===== config.mk =====
export PLATFORM = sky130hd
export DESIGN_NAME = messenger_queue
export DESIGN_NICKNAME = d
export VERILOG_FILES = /design/src/rtl/messenger_pkg.sv /design/src/rtl/msg_fifo.sv /design/src/rtl/messenger_queue.sv
export SDC_FILE = /design/constraint.sdc
export NUM_CORES = 2
export LEC_CHECK = 0
export CAP_MARGIN = 15
export CORE_MARGIN = 5
export CORE_UTILIZATION = 54
export CTS_BUF_LIST = sky130_fd_sc_hd__clkbuf_16
export CTS_CLUSTER_DIAMETER = 60
export DETAILED_ROUTE_END_ITERATION = 10
export GPL_TIMING_DRIVEN = 0
export PLACE_DENSITY = 0.83
export SLEW_MARGIN = 20
export SYNTH_ARGS = -nofsm -noshare
export SYNTH_HDL_FRONTEND = slang
export SYNTH_SLANG_ARGS = --single-unit
export TNS_END_PERCENT = 30

===== constraint.sdc =====
create_clock -name CLK -period 70 [get_ports CLK]
set_input_delay 21 -clock CLK [delete_from_list [all_inputs] [get_ports CLK]]
set_output_delay 21 -clock CLK [all_outputs]
set_load 0.01 [all_outputs]

===== src/rtl/messenger_pkg.sv =====
// Shared types and helpers for the messenger request queue.
// Pure declarations: no logic, no latency, no flow control.
package messenger_pkg;

  typedef enum logic {ARB_FIXED, ARB_RR} arb_mode_t;

  typedef enum logic {IDLE, HOLD} out_state_t;

  // Index width that never collapses to zero bits.
  function automatic int clog2_min1(input int n);
    return (n <= 2) ? 1 : $clog2(n);
  endfunction

endpackage


===== src/rtl/msg_fifo.sv =====
// Register-based per-channel message FIFO; head visible combinationally, count/full registered.
// Push while full is ignored (caller reports overflow); flush empties it and beats push/pop.
module msg_fifo #(
  parameter int W     = 64,
  parameter int DEPTH = 4
) (
  input  logic                   CLK,
  input  logic                   RESET,
  input  logic                   push,
  input  logic                   pop,
  input  logic                   flush,
  input  logic [W-1:0]           din,
  output logic [W-1:0]           dout,
  output logic [$clog2(DEPTH):0] count,
  output logic                   full
);

  localparam int AW = $clog2(DEPTH);
  localparam logic [AW:0]   CNT_ONE  = (AW+1)'(1);
  localparam logic [AW:0]   CNT_FULL = (AW+1)'(DEPTH);
  localparam logic [AW-1:0] PTR_ONE  = AW'(1);

  logic [W-1:0]  mem [DEPTH];
  logic [AW-1:0] rd_ptr;
  logic [AW-1:0] wr_ptr;
  logic          do_push;
  logic          do_pop;

  assign full    = (count == CNT_FULL);
  assign dout    = mem[rd_ptr];
  assign do_push = push & ~full & ~flush;
  assign do_pop  = pop & (count != '0) & ~flush;

  always_ff @(posedge CLK or posedge RESET) begin
    if (RESET) begin
      rd_ptr <= '0;
      wr_ptr <= '0;
      count  <= '0;
      for (int i = 0; i < DEPTH; i++) mem[i] <= '0;
    end else if (flush) begin
      rd_ptr <= '0;
      wr_ptr <= '0;
      count  <= '0;
    end else begin
      if (do_push) begin
        mem[wr_ptr] <= din;
        wr_ptr      <= wr_ptr + PTR_ONE;
      end
      if (do_pop) rd_ptr <= rd_ptr + PTR_ONE;
      case ({do_push, do_pop})
        2'b10:   count <= count + CNT_ONE;
        2'b01:   count <= count - CNT_ONE;
        default: count <= count;
      endcase
    end
  end

endmodule


===== src/rtl/messenger_queue.sv =====
// N-channel message request queue with a single presented output (grant registered: push->OUT_VLD in 2 cycles).
// Per-channel IN_RDY from FIFO fill; output held until OUT_POP or a flush of the presented channel.
module messenger_queue
  import messenger_pkg::*;
#(
  parameter int        NCH   = 6,
  parameter int        W     = 64,
  parameter int        DEPTH = 4,
  parameter arb_mode_t MODE  = ARB_FIXED
) (
  input  logic                        CLK,
  input  logic                        RESET,
  input  logic [NCH-1:0]              IN_VLD,
  input  logic [NCH*W-1:0]            IN_DATA,
  output logic [NCH-1:0]              IN_RDY,
  input  logic [NCH-1:0]              MASK,
  input  logic [NCH-1:0]              FLUSH,
  output logic                        OUT_VLD,
  output logic [clog2_min1(NCH)-1:0]  OUT_CH,
  output logic [W-1:0]                OUT_DATA,
  input  logic                        OUT_POP,
  output logic [NCH-1:0]              PEND,
  output logic [NCH-1:0]              OVF,
  input  logic [NCH-1:0]              OVF_CLR
);

  localparam int CW = clog2_min1(NCH);
  localparam int NW = $clog2(DEPTH) + 1;

  logic [NW-1:0]  cnt  [NCH];
  logic [W-1:0]   head [NCH];
  logic [NCH-1:0] full;
  logic [NCH-1:0] push_v;
  logic [NCH-1:0] pop_v;
  logic [NCH-1:0] pend;
  logic [NCH-1:0] ovf_q;

  out_state_t     state, state_nxt;
  logic [CW-1:0]  out_ch_q;
  logic [W-1:0]   out_data_q;
  logic [CW-1:0]  rr_ptr;
  logic           grant_vld;
  logic [CW-1:0]  grant_ch;

  assign IN_RDY = ~full;
  assign push_v = IN_VLD & IN_RDY;

  for (genvar g = 0; g < NCH; g++) begin : g_ch
    msg_fifo #(.W(W), .DEPTH(DEPTH)) u_fifo (
      .CLK   (CLK),
      .RESET (RESET),
      .push  (push_v[g]),
      .pop   (pop_v[g]),
      .flush (FLUSH[g]),
      .din   (IN_DATA[g*W +: W]),
      .dout  (head[g]),
      .count (cnt[g]),
      .full  (full[g])
    );
    assign pend[g] = (cnt[g] != '0);
  end

  // Clear wins over a same-cycle overflow set.
  always_ff @(posedge CLK or posedge RESET) begin
    if (RESET) ovf_q <= '0;
    else       ovf_q <= (ovf_q | (IN_VLD & ~IN_RDY)) & ~OVF_CLR;
  end

  always_comb begin
    pop_v = '0;
    if (state == HOLD && OUT_POP) pop_v[out_ch_q] = 1'b1;
  end

  always_ff @(posedge CLK or posedge RESET) begin
    if (RESET) begin
      state      <= IDLE;
      out_ch_q   <= '0;
      out_data_q <= '0;
      rr_ptr     <= '0;
    end else begin
      state <= state_nxt;
      if (state == IDLE && grant_vld) begin
        out_ch_q   <= grant_ch;
        out_data_q <= head[grant_ch];
      end
      // A flush of the presented channel leaves the pointer where it was.
      if (MODE == ARB_RR && state == HOLD && OUT_POP && !FLUSH[out_ch_q])
        rr_ptr <= (out_ch_q == CW'(NCH-1)) ? '0 : out_ch_q + CW'(1);
    end
  end

  always_comb begin
    logic [NCH-1:0] elig;
    logic [CW-1:0]  idx;
    state_nxt = state;
    grant_vld = 1'b0;
    grant_ch  = '0;
    idx       = '0;
    // A channel being flushed this cycle must not be presented from stale contents.
    elig      = pend & ~MASK & ~FLUSH;
    case (state)
      IDLE: begin
        for (int k = 0; k < NCH; k++) begin
          idx = (MODE == ARB_RR) ? CW'((int'(rr_ptr) + k) % NCH) : CW'(k);
          if (!grant_vld && elig[idx]) begin
            grant_vld = 1'b1;
            grant_ch  = idx;
          end
        end
        if (grant_vld) state_nxt = HOLD;
      end
      HOLD: begin
        if (FLUSH[out_ch_q] || OUT_POP) state_nxt = IDLE;
      end
      default: state_nxt = IDLE;
    endcase
  end

  always_comb begin
    OUT_VLD  = (state == HOLD);
    OUT_CH   = out_ch_q;
    OUT_DATA = out_data_q;
    PEND     = pend;
    OVF      = ovf_q;
  end

endmodule

==> results.cfg <==
[drt]
vias = 44200
wl_mm = 204
vias_per_cell = 6.10
drc = 0
wl_per_cell_um = 28.1
ant_nets = 0
drt_iter0_drc = 2939
drtPass1Iterations = 7

[synthesis]
yosysWarningCount = 0
synth_cells = 4597
async_flop_share_pct = 100
synthTopCellsByArea = dfrtp_1 56%, mux2_2 23%, mux4_2 12%, mux2i_1 1.8%, buf_2 0.96%
synth.distinct_cells = 46
synth_fp_nets = 5038
ys_seq_elements = 1652
synth_largest_area_cell = dfrtp_1
syn_area_sq_mm = 0.0737
ys_seq_area_share_pct = 56.1
synth_top_area_share_pct = 56.1
ys_top_cells_by_count = 1652 x dfrtp_1, 1536 x mux2_2, 385 x mux4_2
synth_edf_count = 0
ys.flop_type = dfrtp_1
synth_most_common_cell = dfrtp_1
avgSynthCellArea_sq_um = 16.0

[critical_path]
r2r_start = g_ch[5].u_fifo.count[0]
rrSetupSlack_ps = 65890
r2r_cells = 9
worst_r2r_endpoint = OUT_DATA[52]
path_common_cell = buf_2
slowest_stage = a211oi_1
crit_path_start_kind = input pin
end_kind = flip-flop
worst-setup-path-type = input pin to flip-flop
cp.arrival_ps = 24900
crit_chain = clkdlybuf4s50_1 -> or2_1 -> o32a_1 -> a211oi_1 -> buf_2 -> buf_2 -> mux2i_1 -> o22ai_1 -> a211o_1
crit_fanout = 10
critical-path-max-stage-delay_ps = 640
required_ps = 70680

[timing]
finClkSkew_ps = 34.1
rsz0062_at_grt = false
period_needed_ps = 24210
finalMaxSlewViolations = 0
setup_tns_ps = 0
worst_pin_slew_ps = 1160
relSlewSlack_pct = 22.7
finalSetupViolCount = 0
holdWs_ps = 486
max_freq_ghz = 0.0413
hold_viol = 0
layout_setup_ws_ps = 45790
min_period_over_period_pct = 34.6

[clock_tree]
cts.sinks = 1652
numCtsBuffers = 174
cts_tree = built
ctsResizeCount = 0
clkTransAtPathRegs_ps = 60
clk_latency_ps = 800
postCtsHoldBufs = 0
cts-htree-levels = 4
root_buffer = clkbuf_16
cts_setup_buffers = 0
cts_buffer_depth = 3

[global_route]
track_usage_pct = 28.5
grt_max_degree = 113
grt_pass1_wl_mm = 304
grt-busiest-layer = met2
grtUsageMet3_pct = 8.00
antenna_found_initial = 81
grt_use_met2_pct = 44.9
overflow = 0
grt_pass1_vias = 47500
grtUsageMet1_pct = 37.2

[pwr]
total_power_uw = 3070
power.clock.fraction_pct = 28.5
p_per_area_mw_per_mm2 = 35.4
switchingPower_uw = 858
p_sw_share_pct = 27.9
comb_power_share_pct = 24.2
vdd_ir_drop_max_uv = 22.4
intPower_uw = 2210
leakage_uw = 0.0381
seq_power_share_pct = 47.3

[final_layout]
fin_area_sq_mm = 0.0869
layout-drive-gt1-share_pct = 43.4
area_growth_pct = 17.9
fin_nets = 5729

[floorplanning]
die_area_sq_mm = 0.144
core_sq_mm = 0.136
die_y_um = 379
start_util_pct = 54.3
ios = 497
rows = 135
die_x_um = 379

[placement]
portBuffers = 496
placed_cell_area_sq_mm = 0.0814
place.gp.congestion = 0.868
post-dp-hpwl_mm = 147
dp_slack_ps = 44830

[job]
max_cap_violations = 0

[worst_hold_path]
min_to = OUT_DATA[60]
hold_class = flip-flop to flip-flop
worstHoldStart = OUT_DATA[60]
min_path_cells = 1

[status]
status = complete, no violations
state kept, by name (all words and copies together) (netlist names):
name / count
OUT_DATA: 64
g_ch.u_fifo.mem: 1536
g_ch.u_fifo.rd_ptr: 12
OUT_VLD: 1
g_ch.u_fifo.count: 18
g_ch.u_fifo.wr_ptr: 12
OUT_CH: 3
OVF: 6
power groups by stage:
stage          clock network [uW]  logic, uW  registers [uW]
5_1_grt                       928        798            1490
3_3_place_gp                    0        711            1460
3_5_place_dp                    0        744            1460
4_1_cts                       888        750            1450
2_1_floorplan                   0        518            1420
6_report                      875        744            1450
final cells by class:
type / instances / area (sq um)
antenna: 49 / 123
fill: 9583 / 48700
tap: 1781 / 2230
sequential: 1652 / 41300
clock inverter: 134 / 920
inverter: 21 / 86.3
clock buffer: 177 / 4430
timing repair buffer: 515 / 5450
multi-input combinational: 2636 / 30800
buffer: 288 / 1500
cells by family (layout without fill, tap and decap cells):
group                    after synthesis  in the layout  share of synthesized area, %
AO/OA/AOI/OAI                        225            225                          2.08
XOR/XNOR                              35             35                         0.416
adder cells (fa/ha/maj)               30             30                         0.570
buffers and inverters                309           1135                          2.14
flip-flops                          1652           1652                          56.1
multiplexers                        2056           2056                          37.1
other                                  0             49                             0
AND/OR/NAND/NOR                      290            290                          1.64
layer usage:
layer	vias to the layer above	part of all wire (%)	routed length (um)
li1	18700	-	-
met5	-	0.18	357
met3	418	7.8	15900
met1	23800	39	80400
met2	1319	48	98000
met4	52	4.5	9090
cell usage in the layout, fill, tap and decap left out, drive strengths merged, types with 9 or more instances in the layout:
master	Yosys	layout
a211o	64	64
a21oi	70	70
buf	178	197
bufinv	0	9
clkbuf	110	287
clkdlybuf4s50	0	496
clkinv	0	60
dfrtp	1652	1652
diode	0	49
ha	24	24
inv	21	84
mux2	1536	1536
mux2i	135	135
mux4	385	385
nand2	184	184
nor2	63	63
nor3	13	13
o22ai	65	65
xnor2	27	27
stage by stage:
step / instances / util, %
6_report: 7253 / 64.1
5_1_grt: 7231 / 64.0
4_1_cts: 7204 / 64.0
3_5_place_dp: 6893 / 60.0
3_3_place_gp: 6874 / 59.6
2_1_floorplan: 4597 / -
critical path: cells and delay by family:
family | cells | cell delay [ps]
AOI/OAI and AO/OA | 4 | 1590
buffers and inverters | 3 | 1420
muxes | 1 | 480
and+or+nand+nor | 1 | 390
how the worst max path moves through the flow:
stage / from / to / slack, ps / cells after the start
after CTS: RESET / g_ch[5].u_fifo.mem[217] / 45700 / 9
after global placement: RESET / g_ch[5].u_fifo.mem[10] / -13770 / 2
final: FLUSH[1] / OUT_DATA[19] / 45790 / 9
after detailed placement: RESET / OVF[5] / 44830 / 9
after floorplan: RESET / OUT_CH[0] / 2380 / 1
after global routing: RESET / g_ch[5].u_fifo.mem[93] / 45200 / 9
Note: power is estimated with default switching activity, not from simulation.
